## src/rtl/baud_gen_frac.sv

```systemverilog
// Fractional-N oversample/bit tick generator with a shadowed, runtime-loadable divisor.
// Optional BAUD_GEN_CFG_CHECK_EN: rejects div_int < 2 at the handshake and flags cfg_err.

module baud_gen_frac #(
    parameter int unsigned CLK_FREQ   = 50_000_000,
    parameter int unsigned BAUD       = 9600,
    parameter int unsigned OVERSAMPLE = 16,
    parameter int unsigned DIV_W      = 16,
    parameter int unsigned FRAC_W     = 8,
    localparam int unsigned PH_W      = $clog2(OVERSAMPLE)
) (
    input  logic              clk,
    input  logic              rst_n,
    input  logic              en,
    input  logic              resync,
    input  logic              cfg_valid,
    output logic              cfg_ready,
    input  logic [DIV_W-1:0]  cfg_div_int,
    input  logic [FRAC_W-1:0] cfg_div_frac,
    output logic              tick_os,
    output logic              tick_mid,
    output logic              tick_baud,
`ifdef BAUD_GEN_CFG_CHECK_EN
    output logic              cfg_err,
`endif
    output logic [PH_W-1:0]   os_phase
);

    localparam longint unsigned OsRate  = 64'(BAUD) * OVERSAMPLE;
    localparam longint unsigned DefInt  = CLK_FREQ / OsRate;
    localparam longint unsigned DefFrac = ((CLK_FREQ % OsRate) << FRAC_W) / OsRate;

    localparam logic [DIV_W-1:0]  DefIntW  = DIV_W'(DefInt);
    localparam logic [FRAC_W-1:0] DefFracW = FRAC_W'(DefFrac);
    localparam logic [PH_W-1:0]   PhMid    = PH_W'(OVERSAMPLE / 2);
    localparam logic [DIV_W-1:0]  MinDiv   = DIV_W'(2);

    logic [DIV_W-1:0]  cnt_q, cnt_d;
    logic [FRAC_W-1:0] acc_q, acc_d;
    logic [PH_W-1:0]   phase_q, phase_d;
    logic              tick_os_q, tick_os_d;
    logic              tick_mid_q, tick_mid_d;
    logic              tick_baud_q, tick_baud_d;

    logic [DIV_W-1:0]  div_int_q, div_int_d;
    logic [FRAC_W-1:0] div_frac_q, div_frac_d;
    logic [DIV_W-1:0]  sh_int_q, sh_int_d;
    logic [FRAC_W-1:0] sh_frac_q, sh_frac_d;
    logic              sh_pend_q, sh_pend_d;
    logic              apply_q;
    logic              cfg_ready_q, cfg_ready_d;

    logic              apply;
    logic              cfg_xfer;
    logic              cfg_legal;
    logic              wrap;
    logic [FRAC_W:0]   frac_sum;
    logic [DIV_W-1:0]  div_eff;
    logic [DIV_W:0]    period_m1;
    logic [PH_W-1:0]   phase_inc;

    // Carry of the fractional accumulator stretches the current period by one cycle.
    always_comb begin
        frac_sum  = {1'b0, acc_q} + {1'b0, div_frac_q};
        div_eff   = (div_int_q < MinDiv) ? MinDiv : div_int_q;
        period_m1 = {1'b0, div_eff} + {{DIV_W{1'b0}}, frac_sum[FRAC_W]} - (DIV_W + 1)'(1);
        wrap      = ({1'b0, cnt_q} == period_m1);
        phase_inc = phase_q + PH_W'(1);
    end

`ifdef BAUD_GEN_CFG_CHECK_EN
    assign cfg_legal = (cfg_div_int >= MinDiv);
`else
    assign cfg_legal = 1'b1;
`endif

    assign cfg_xfer = cfg_valid && cfg_ready_q;
    // Apply is decided from the boundary alone, so a coincident resync still picks it up.
    assign apply    = sh_pend_q && (!en || (wrap && (phase_inc == '0)));

    always_comb begin
        cnt_d       = cnt_q;
        acc_d       = acc_q;
        phase_d     = phase_q;
        tick_os_d   = 1'b0;
        tick_mid_d  = 1'b0;
        tick_baud_d = 1'b0;
        if (!en) begin
            cnt_d   = '0;
            acc_d   = '0;
            phase_d = '0;
        end else if (resync) begin
            // The resync cycle itself counts as cycle 0 of the fresh period.
            cnt_d   = DIV_W'(1);
            acc_d   = '0;
            phase_d = '0;
        end else if (wrap) begin
            cnt_d       = '0;
            acc_d       = frac_sum[FRAC_W-1:0];
            phase_d     = phase_inc;
            tick_os_d   = 1'b1;
            tick_baud_d = (phase_inc == '0);
            tick_mid_d  = (phase_inc == PhMid);
        end else begin
            cnt_d = cnt_q + DIV_W'(1);
        end
    end

    always_comb begin
        div_int_d   = div_int_q;
        div_frac_d  = div_frac_q;
        sh_int_d    = sh_int_q;
        sh_frac_d   = sh_frac_q;
        sh_pend_d   = sh_pend_q;
        cfg_ready_d = cfg_ready_q;
        if (apply) begin
            div_int_d  = sh_int_q;
            div_frac_d = sh_frac_q;
            sh_pend_d  = 1'b0;
        end
        if (apply_q) begin
            cfg_ready_d = 1'b1;
        end
        if (cfg_xfer && cfg_legal) begin
            sh_int_d    = cfg_div_int;
            sh_frac_d   = cfg_div_frac;
            sh_pend_d   = 1'b1;
            cfg_ready_d = 1'b0;
        end
    end

    always_ff @(posedge clk or negedge rst_n) begin
        if (!rst_n) begin
            cnt_q       <= '0;
            acc_q       <= '0;
            phase_q     <= '0;
            tick_os_q   <= 1'b0;
            tick_mid_q  <= 1'b0;
            tick_baud_q <= 1'b0;
            div_int_q   <= DefIntW;
            div_frac_q  <= DefFracW;
            sh_int_q    <= '0;
            sh_frac_q   <= '0;
            sh_pend_q   <= 1'b0;
            apply_q     <= 1'b0;
            cfg_ready_q <= 1'b1;
        end else begin
            cnt_q       <= cnt_d;
            acc_q       <= acc_d;
            phase_q     <= phase_d;
            tick_os_q   <= tick_os_d;
            tick_mid_q  <= tick_mid_d;
            tick_baud_q <= tick_baud_d;
            div_int_q   <= div_int_d;
            div_frac_q  <= div_frac_d;
            sh_int_q    <= sh_int_d;
            sh_frac_q   <= sh_frac_d;
            sh_pend_q   <= sh_pend_d;
            apply_q     <= apply;
            cfg_ready_q <= cfg_ready_d;
        end
    end

`ifdef BAUD_GEN_CFG_CHECK_EN
    logic cfg_err_q, cfg_err_d;

    always_comb begin
        cfg_err_d = cfg_err_q;
        if (cfg_xfer) begin
            cfg_err_d = !cfg_legal;
        end
    end

    always_ff @(posedge clk or negedge rst_n) begin
        if (!rst_n) begin
            cfg_err_q <= 1'b0;
        end else begin
            cfg_err_q <= cfg_err_d;
        end
    end

    assign cfg_err = cfg_err_q;
`endif

    assign cfg_ready = cfg_ready_q;
    assign tick_os   = tick_os_q;
    assign tick_mid  = tick_mid_q;
    assign tick_baud = tick_baud_q;
    assign os_phase  = phase_q;

endmodule

```

## config.mk

```make
export PLATFORM = sky130hd
export DESIGN_NAME = baud_gen_frac
export DESIGN_NICKNAME = d
export VERILOG_FILES = /design/src/rtl/baud_gen_frac.sv
export SDC_FILE = /design/constraint.sdc
export NUM_CORES = 1
export LEC_CHECK = 0
export CELL_PAD_IN_SITES_DETAIL_PLACEMENT = 1
export CELL_PAD_IN_SITES_GLOBAL_PLACEMENT = 2
export CORE_MARGIN = 8
export CORE_UTILIZATION = 35
export CTS_CLUSTER_SIZE = 8
export DETAILED_ROUTE_END_ITERATION = 10
export HOLD_SLACK_MARGIN = 0.12
export PLACE_DENSITY = 0.74
export SLEW_MARGIN = 15
export SYNTH_ARGS = -nofsm -noshare
export SYNTH_HDL_FRONTEND = slang
export SYNTH_SLANG_ARGS = --single-unit
```

## constraint.sdc

```tcl
create_clock -name clk -period 6.2 [get_ports clk]
set_clock_uncertainty 0.1 [all_clocks]
set_input_delay 1.24 -clock clk [delete_from_list [all_inputs] [get_ports clk]]
set_output_delay 1.24 -clock clk [all_outputs]
set_load 0.01 [all_outputs]
```

==> reports/summary.md <==
In the final routed layout, each cell accounts on average for 16.7 um. The final global-route overflow total was 0; the average via count per standard cell was 5.08. The tools report the standard cell area after detailed placement as 4950 um2.

The clock latency on the worst-skew pair came out at 350 ps. The startpoint identified for the worst register-to-register timing path is div_frac_q[2]. Overall power consumption after layout is estimated at 1950 uW. Timing would allow up to 185 MHz. The die extent in y was 129 um; the fraction of synthesized cell area taken by the top area cell type was 41.6%. The setup path with the least slack is of type flip-flop to flip-flop. The number of hold violations in the final report is 0.

The post-CTS clock slew at the launch and capture registers of the worst setup and hold paths is 60 ps, and the peak fanout along the critical path is 25. The first global-routing pass estimated 17900 um of wire. The time the final worst path needs with I/O delays and setup was 5400 ps.

The tools report the total of hold buffers inserted after clock tree synthesis as 0. Counting flops with a built-in enable in the synthesized netlist gives 0. dfrtp_1 takes more of the synthesized area than any other cell.

The longest clock path from root to sink contains 2 buffers. STA classifies the critical path endpoint as a flip-flop. The largest voltage drop on the vdd net came out at 0.146 mV. Dividing total power by cell area gives a power density of 371 nW/um2. In this run the critical register-to-register path is captured at div_frac_q[4]. The synthesized netlist occupies a cell area of 4450 um2. TritonCTS built the clock tree.

The floorplan step defined a die boundary enclosing 16600 um2. For hold timing, the worst endpoint is cfg_ready. The tools report the length of the first detailed-routing pass in iterations as 4. The area of the core is 12500 um2. Measured in cells, the most critical reg-to-reg path has a length of 17. The floorplan has 41 rows. The final critical path takes up 87.0% of the cycle. The logs give 3524 for the via count of the first global-routing pass and 0 for the count of warnings emitted by yosys. The initial utilization of the core area, before any placement, comes to 35.5%.

Gates resized during post-CTS repair numbered 0. The logs give 0.00221 uW for the leakage component of the power and 0 for the count of final setup violators. For the half-perimeter wire length after detailed placement, the log shows 7210 um.

For the met3 wirelength from detailed routing, the log shows 331 um. The launch instance of the worst min-delay path was apply_q. The worst hold path was traced through 2 stages. At the end of the flow, the number of nets in the layout was 474. Synthesis produced a netlist whose cell count is 398.

For the clock buffer count from CTS, the log shows 9. Data on the critical path is required at its endpoint by 6330 ps. Across all layers, the routed design uses 3083 vias. The length of routed met2 wiring was 5250 um; the die width was 129 um.

After synthesis, the netlist uses 55 different library cells. The mean cell area of the mapped netlist is 11.2 um2. From synthesis to final layout, the design area changed by 18.2%. The flow ran to the end, and the final reports show no timing, DRC or antenna violations. 0 antenna diodes ended up in the layout. After the first detailed-routing iteration, the DRC count stood at 168. STA puts the critical path data arrival time at 5530 ps.

Cells with a size suffix above 1 make up 19.1% of the layout. In this run the tightest slew margin relative to its limit is 29.5%. The largest individual stage delay along the critical path comes from the cell or3b_2.

Number of nets with antenna violations after detailed routing: 0. Leaving out fill and tap cells, the most frequent cell in the layout is dfrtp_1. Overall routed net length: 10100 um. The tightest hold path in the finished design has a slack of 364 ps.

After detailed routing, the number of remaining DRC violations is 0. Port buffering added 36 buffers. Share of synthesized area occupied by flip-flops and latches: 46.4%. Once layout is done, the placed cells without fillers occupy 5260 um2. The worst setup path is launched from a flip-flop. The leading register cell type out of synthesis was dfrtp_1. The master cell of the clock root buffer is clkbuf_16.

The tools report the setup slack of the most critical reg-to-reg path as 800 ps. For this design the top-level I/O count stands at 37. When the netlist entered floorplanning its net count stood at 441.

After routing, the total negative slack on setup checks comes to 0 ps. CTS built an H-tree with a depth of 3. The maximum number of pins on one net before global-route repair is 83, and the TritonCTS sink count is 82.

The logs give 0 for the number of max-slew violations in the final report and 13.7% for the total routing usage reported by global routing. The tool flagged a number of max-cap violations equal to 0. The number of storage elements in the synthesis netlist is 82. In the post-synthesis netlist, the biggest area contributors are dfrtp_1 42%, mux2_2 7.3%, mux2_4 6.4%. The maximum single-stage delay on the critical path came out at 530 ps. The critical path goes through ha_1 -> nor2b_1 -> o21ai_0 -> a21oi_1 -> o21ai_0 -> a21boi_0 -> o21a_1 -> nor2_1 -> ha_1 -> or3b_2 -> or3_1 -> or3_1 -> a22oi_1 -> nand4_1 -> o41ai_4 -> buf_4 -> mux2_2.

The weighted congestion at the end of routability-driven global placement came out at 0.783. After detailed routing, no signal wire sits above met4. The post-CTS setup buffer count came out at 0. Leaving out fill and tap cells, the most frequent cells in the layout are 74 x dfrtp_1, 35 x clkdlybuf4s50_1, 33 x nor2_1.

The worst min-delay path class was flip-flop to flip-flop. Setup repair after global routing left no endpoint under its margin. The initial antenna violation count was 0; the share of async-settable or async-resettable flops after synthesis was 100%. The met1 layer wirelength in the final routing is 4360 um, and the actual transition at the worst max-transition pin is 1050 ps.
==> critical path: cells and delay by family, from the launching register on <==
| family | cells | cell delay [ps] |
|---|---|---|
| AO/OA/AOI/OAI | 7 | 1540 |
| adder cells (fa/ha/maj) | 2 | 440 |
| buffers and inverters | 1 | 450 |
| flip-flops | 1 | 520 |
| multiplexers | 1 | 390 |
| AND/OR/NAND/NOR | 6 | 1820 |
==> registers in the layout, summed over array words and instances, names as in the netlist <==
| register | count |
|---|---|
| apply_q | 1 |
| div_frac_q | 8 |
| div_int_q | 16 |
| tick_baud | 1 |
| sh_pend_q | 1 |
| sh_int_q | 16 |
| cnt_q | 16 |
| os_phase | 4 |
| cfg_ready | 1 |
| tick_mid | 1 |
| acc_q | 8 |
| sh_frac_q | 8 |
| tick_os | 1 |
==> cells by family after synthesis <==
logic type,count (synthesis),synth area share [%]
adder cells (fa/ha/maj),14,4.11
buffers and inverters,29,3.15
flip-flops,82,46.4
multiplexers,59,16.3
AND/OR/NAND/NOR,134,15.7
AO/OA/AOI/OAI,46,7.76
XOR/XNOR,34,6.69
==> how the worst max path moves through the flow <==
stage,from,endpoint,slack [ps],depth (start not counted)
floorplan,div_frac_q[2],div_frac_q[5],1340,19
global placement,div_frac_q[2],div_frac_q[4],890,17
detailed placement,div_frac_q[2],div_frac_q[4],790,17
CTS,div_frac_q[2],div_frac_q[4],750,17
global route,acc_q[0],div_frac_q[4],320,19
finish,div_frac_q[2],div_frac_q[4],800,17
==> routing by layer <==
| metal | up-vias | global-route usage, % |
|---|---|---|
| li1 | 1482 | - |
| met1 | 1555 | 15.6 |
| met2 | 33 | 23.9 |
| met3 | 13 | 3.72 |
| met4 | 0 | 5.11 |
| met5 | - | 0 |
==> where the power goes <==
part           total (uW)  leakage (uW)  internal [uW]  switching [uW]
logic                 541       0.00104            315             226
clock network         546      0.000148            331             214
registers             861       0.00102            696             165
==> final cells by class <==
cell class / instances / area [um2]
well taps: 172 / 215
clock inverters: 4 / 51.3
flip-flops and latches: 82 / 2060
repair buffers: 39 / 384
clock buffers: 11 / 253
inverters: 12 / 45.0
multi-input cells: 287 / 2250
fillers: 1395 / 7260
==> synthesized netlist by cell type, drive strengths merged (4+ instances only) <==
master and count:
nand2 26, ha 13, nor2 33, mux2 49
buf 5, inv 12, nand3 10, and3 4
mux2i 10, nand2b 12, nor4 6, xor2 16
nand4 8, or4 5, dfstp 8, nor2b 6
dfrtp 74, xnor2 18, a21oi 5, o211ai 5
nor3 10, or3 5, o41ai 5, o21ai 10
clkbuf 12
==> stage by stage <==
stage          util, %  setup WS, ps  cells
2_1_floorplan        -          1340    398
3_3_place_gp      39.5           890    592
3_5_place_dp      39.5           793    592
4_1_cts           42.0           751    607
5_1_grt           42.0           316    607
6_report          42.0           804    607
(Power assumes the default switching activity.)
